File: config.mk
export PLATFORM = sky130hd
export DESIGN_NAME = vpm_pipe_feeder
export DESIGN_NICKNAME = d
export VERILOG_FILES = /design/src/rtl/vpm_pipe_feeder.sv
export SDC_FILE = /design/constraint.sdc
export NUM_CORES = 1
export LEC_CHECK = 0
export ABC_AREA = 1
export BUFFER_PORTS_ARGS = -buffer_cell sky130_fd_sc_hd__buf_2
export CAP_MARGIN = 20
export CORE_MARGIN = 2
export CORE_UTILIZATION = 60
export CTS_BUF_LIST = sky130_fd_sc_hd__clkbuf_4
export DETAILED_ROUTE_END_ITERATION = 12
export PLACE_DENSITY = 0.81
export SETUP_SLACK_MARGIN = 0.15
export SYNTH_ARGS = -nofsm -noshare
export SYNTH_HDL_FRONTEND = slang
export SYNTH_SLANG_ARGS = --single-unit
File: constraint.sdc
create_clock -name clk -period 2.2 [get_ports clk]
set_clock_uncertainty 0.05 [all_clocks]
set_input_delay 0.11 -clock clk [delete_from_list [all_inputs] [get_ports clk]]
set_output_delay 0.11 -clock clk [all_outputs]
set_load 0.01 [all_outputs]
File: src/rtl/vpm_pipe_feeder.sv
// vpm_pipe_feeder: DEPTH-entry circular FIFO feeding a single output register
// that drives the first pipeline stage (data_I / valid_I).
// The stage advances when flush_n_I=1 and stall_I=0; a flush clears valid_I
// without popping, and a stall holds the output register.
// Optional build macro VPM_PIPE_FEEDER_LEVEL_EN adds the level and overrun outputs.
module vpm_pipe_feeder #(
  parameter int DATA_WIDTH = 8,
  parameter int DEPTH      = 4
) (
  input  logic                  clk,
  input  logic                  rst,
  input  logic                  in_valid,
  input  logic [DATA_WIDTH-1:0] in_data,
  output logic                  in_ready,
  input  logic                  stall_I,
  input  logic                  flush_n_I,
  output logic [DATA_WIDTH-1:0] data_I,
  output logic                  valid_I
`ifdef VPM_PIPE_FEEDER_LEVEL_EN
  ,
  output logic [$clog2(DEPTH):0] level,
  output logic                   overrun
`endif
);

  localparam int AW = $clog2(DEPTH);
  localparam int CW = AW + 1;

  logic [DATA_WIDTH-1:0] r_mem [DEPTH];
  logic [AW-1:0]         r_wr_ptr;
  logic [AW-1:0]         r_rd_ptr;
  logic [CW-1:0]         r_count;
  logic [DATA_WIDTH-1:0] r_data;
  logic                  r_valid;

  logic w_push;
  logic w_advance;
  logic w_pop;
  logic w_full;

  // Handshake and stage-control decode; in_ready depends on registered count only
  always_comb begin
    w_full    = (r_count == CW'(DEPTH));
    w_push    = in_valid && !w_full;
    w_advance = flush_n_I && !stall_I;
    w_pop     = w_advance && (r_count != '0);
  end

  assign in_ready = !w_full;
  assign data_I   = r_data;
  assign valid_I  = r_valid;

  // FIFO storage write; never read before written, so no reset needed
  always_ff @(posedge clk) begin
    if (w_push) begin
      r_mem[r_wr_ptr] <= in_data;
    end
  end

  // Pointers wrap naturally at DEPTH because DEPTH is a power of two
  always_ff @(posedge clk or posedge rst) begin
    if (rst) begin
      r_wr_ptr <= '0;
      r_rd_ptr <= '0;
    end else begin
      if (w_push) r_wr_ptr <= r_wr_ptr + 1'b1;
      if (w_pop)  r_rd_ptr <= r_rd_ptr + 1'b1;
    end
  end

  // Occupancy count: unchanged on simultaneous push and pop
  always_ff @(posedge clk or posedge rst) begin
    if (rst) begin
      r_count <= '0;
    end else begin
      unique case ({w_push, w_pop})
        2'b10:   r_count <= r_count + 1'b1;
        2'b01:   r_count <= r_count - 1'b1;
        default: r_count <= r_count;
      endcase
    end
  end

  // Output register: flush beats stall, stall holds, advance pops or bubbles
  always_ff @(posedge clk or posedge rst) begin
    if (rst) begin
      r_data  <= '0;
      r_valid <= 1'b0;
    end else if (!flush_n_I) begin
      r_valid <= 1'b0;
    end else if (!stall_I) begin
      if (r_count != '0) begin
        r_data  <= r_mem[r_rd_ptr];
        r_valid <= 1'b1;
      end else begin
        r_valid <= 1'b0;
      end
    end
  end

`ifdef VPM_PIPE_FEEDER_LEVEL_EN
  logic r_overrun;

  assign level   = r_count;
  assign overrun = r_overrun;

  // Sticky flag for an offer made while the FIFO is full
  always_ff @(posedge clk or posedge rst) begin
    if (rst) begin
      r_overrun <= 1'b0;
    end else if (in_valid && w_full) begin
      r_overrun <= 1'b1;
    end
  end
`endif

endmodule

==> metrics <==
status=finished clean; met2 usage=41.2%; register area share after synthesis=66.8%; setup TNS=0 ns; num rows=21; Hold Startpoint=flush_n_I; pre-CTS WS=0.272 ns; fmax=0.525 GHz; Core Region=0.00331 mm²; initial core utilization=61.6%; Vias=1361; first-pass GRT wire length=6240 µm; RePlAce Congestion=0.747; asr flop ratio synth=33.3%; max incr delay on CP=0.43 ns; GRT Total Usage=22.0%; NumNets Final=238; startpoint types=register; worst skew pair latency=0.37 ns; Antenna Cells=0; crit path launch=r_count[0]; Total Wirelength=3670 µm; leading post-synthesis cells by cell area=edfxtp_1 (47%), dfrtp_1 (20%), nand2_1 (11%), nand3_1 (6.6%), ha_1 (3.1%); Max-cap violations=0; leading area contributor after synthesis=edfxtp_1; clock buffer depth=2; Mapped Area=0.00204 mm²; Critical Path Fanout Max=7; count of cell types in the netlist=22; vias per inst=5.12; placed cell area=0.00219 mm²; Mapped Cells=177; critical path buffer and inverter count=2; DP HPWL=2430 µm; Die H=62.3 µm; vias in the first global route=1386; worst hold path class=in2reg; CP delay by family, top=adder cells; busiest grt layer=met2; Post-synth EDFFs=32; fin worst setup slack=0.294 ns; io pins=23; total gr overflow=0; Synth Register Bits=48; min cycle time layout=1.91 ns; FF-to-FF Start=r_count[0]; router iterations before antenna repair=4; met3 GRT Util=5.62%; layout cells sized above 1=20.0%; Final Max Slew Viols=0; fin area=0.00241 mm²; CP Class=reg2reg; htree depth=2; wire per inst=13.8 µm; Root Driver=clkbuf_4; slowest CP cell=dfrtp_1; Leakage=1.06 nW; detailed-route DRC error count=0; most used cell, CP=inv_1; number of fillers in the final layout=240; RSZ-0062 raised after global routing=no; TritonCTS Sinks=48; Setup-failing EPs final=0; Yosys warnings=0; Avg Cell Area, Syn=11.5 µm²; clock transition at the registers of the reported paths=0.14 ns; final hold viol count=0; placed insts=245; Pwr Density=1210 mW/mm²; top-area cell type share of the netlist area=47.1%; crit-path cells=nor2_4 > nand2_2 > nand2_4 > ha_1 > inv_1 > fa_1 > inv_1 > nand2_1 > nand3_1 > xor2_1; syn nets=196; initial antenna violation count=0; grt met1 use=22.7%; CTS tree=yes; Synth-to-Final Area Change=18.1%; worst vdd ir=728 µV; ys flop type=edfxtp_1; port buffer count=22; non-filler cells, final=266; Slew @ Worst Pin=0.694 ns; post-route clock period utilization=86.6%; Slew HR=53.7%; Starting DRT DRC Count=69; largest net degree at the start of global routing=20; Die X-Extent=62.3 µm; Critical Path RT=2.46 ns; cts bufs inserted=5; DIE AREA=0.00388 mm²; Worst Path Arrival=2.16 ns; Final ANT Viol Nets=0; Crit. End Element=register
==> stage by stage <==
stage	power [mW]	hold WS, ns	utilization [%]
after floorplan	2.10	-0.0263	-
final	2.90	0.0998	72.7
after detailed placement	2.37	0.169	66.3
after global placement	2.30	0.151	66.3
after global routing	3.12	0.105	72.7
after CTS	2.91	0.0951	72.5
==> cell usage in the layout, fill, tap and decap left out, drive strengths merged <==
master	n
fa	1
clkinv	3
dlygate4sd3	12
dfrtp	16
buf	28
xnor2	1
bufinv	1
nand3	28
ha	5
nor2	5
clkbuf	5
nand2	62
o21ai	2
edfxtp	32
a21oi	1
xor2	3
inv	15
==> final timing paths <==
check,to,slack (ns),cells past startpoint
min in group asynchronous,valid_I,0.28,3
worst min register to register,data_I[6],0.45,2
worst max-delay path,r_count[2],0.29,10
worst max register to register,r_count[2],0.29,10
worst min-delay path,valid_I,0.1,3
max in group asynchronous,data_I[7],1.42,3
==> registers in the layout (all words and copies together) (netlist names) <==
signal,cells
r_count,3
valid_I,1
data_I,8
r_mem,32
r_wr_ptr,2
r_rd_ptr,2
==> area by class of cell <==
type / count / area (µm²) / area share, %
clock inverter: 3 / 47.5 / 1.98
tap: 46 / 57.6 / 2.39
sequential: 48 / 1360 / 56.5
inverter: 16 / 62.6 / 2.60
timing repair buffer: 40 / 275 / 11.4
clock buffer: 5 / 37.5 / 1.56
multi-input combinational: 108 / 566 / 23.5
==> metal layers <==
metal  routed length (µm)  up-vias  share of wire (%)
met5                    0        -                  0
met4                   84        0                2.3
met3                  170        9                4.6
met2                 2080       36                 57
met1                 1330      652                 36
li1                     -      664                  -
==> synthesized netlist by cell type, types with 2 or more instances <==
cell type,number
buf_4,2
edfxtp_1,32
xor2_1,2
nand3_1,27
ha_1,5
inv_1,13
dfrtp_1,16
nand2_1,60
buf_6,3
nor2_1,4
o21ai_0,2
==> what timing repair did <==
item,in CTS,in global routing
setup buffers,0,1
hold endpoints to repair,51,0
resized for setup,0,0
endpoints found under the setup margin,0,1
hold buffers,12,0
==> worst register-to-register path: cells and delay by family (launching register included) <==
family,cells,cell delay (ns)
simple gates,5,0.50
xor+xnor,1,0.15
buf+inv,2,0.14
fa+ha+maj,2,0.56
flops,1,0.43
==> where the power goes <==
group          switching (mW)  internal, mW  total, mW
clock                   0.277         0.243      0.520
sequential              0.200          1.23       1.43
combinational           0.585         0.371      0.956
==> cells by family (layout without fill, tap and decap cells) <==
family	after synthesis	in the layout	share of synthesized area (%)
flops	48	48	66.8
buf+inv	21	64	5.46
xor+xnor	4	4	2.09
compound gates	3	3	1.29
simple gates	95	95	20.3
fa+ha+maj	6	6	4.05
Note: power is estimated with default switching activity, not from simulation.
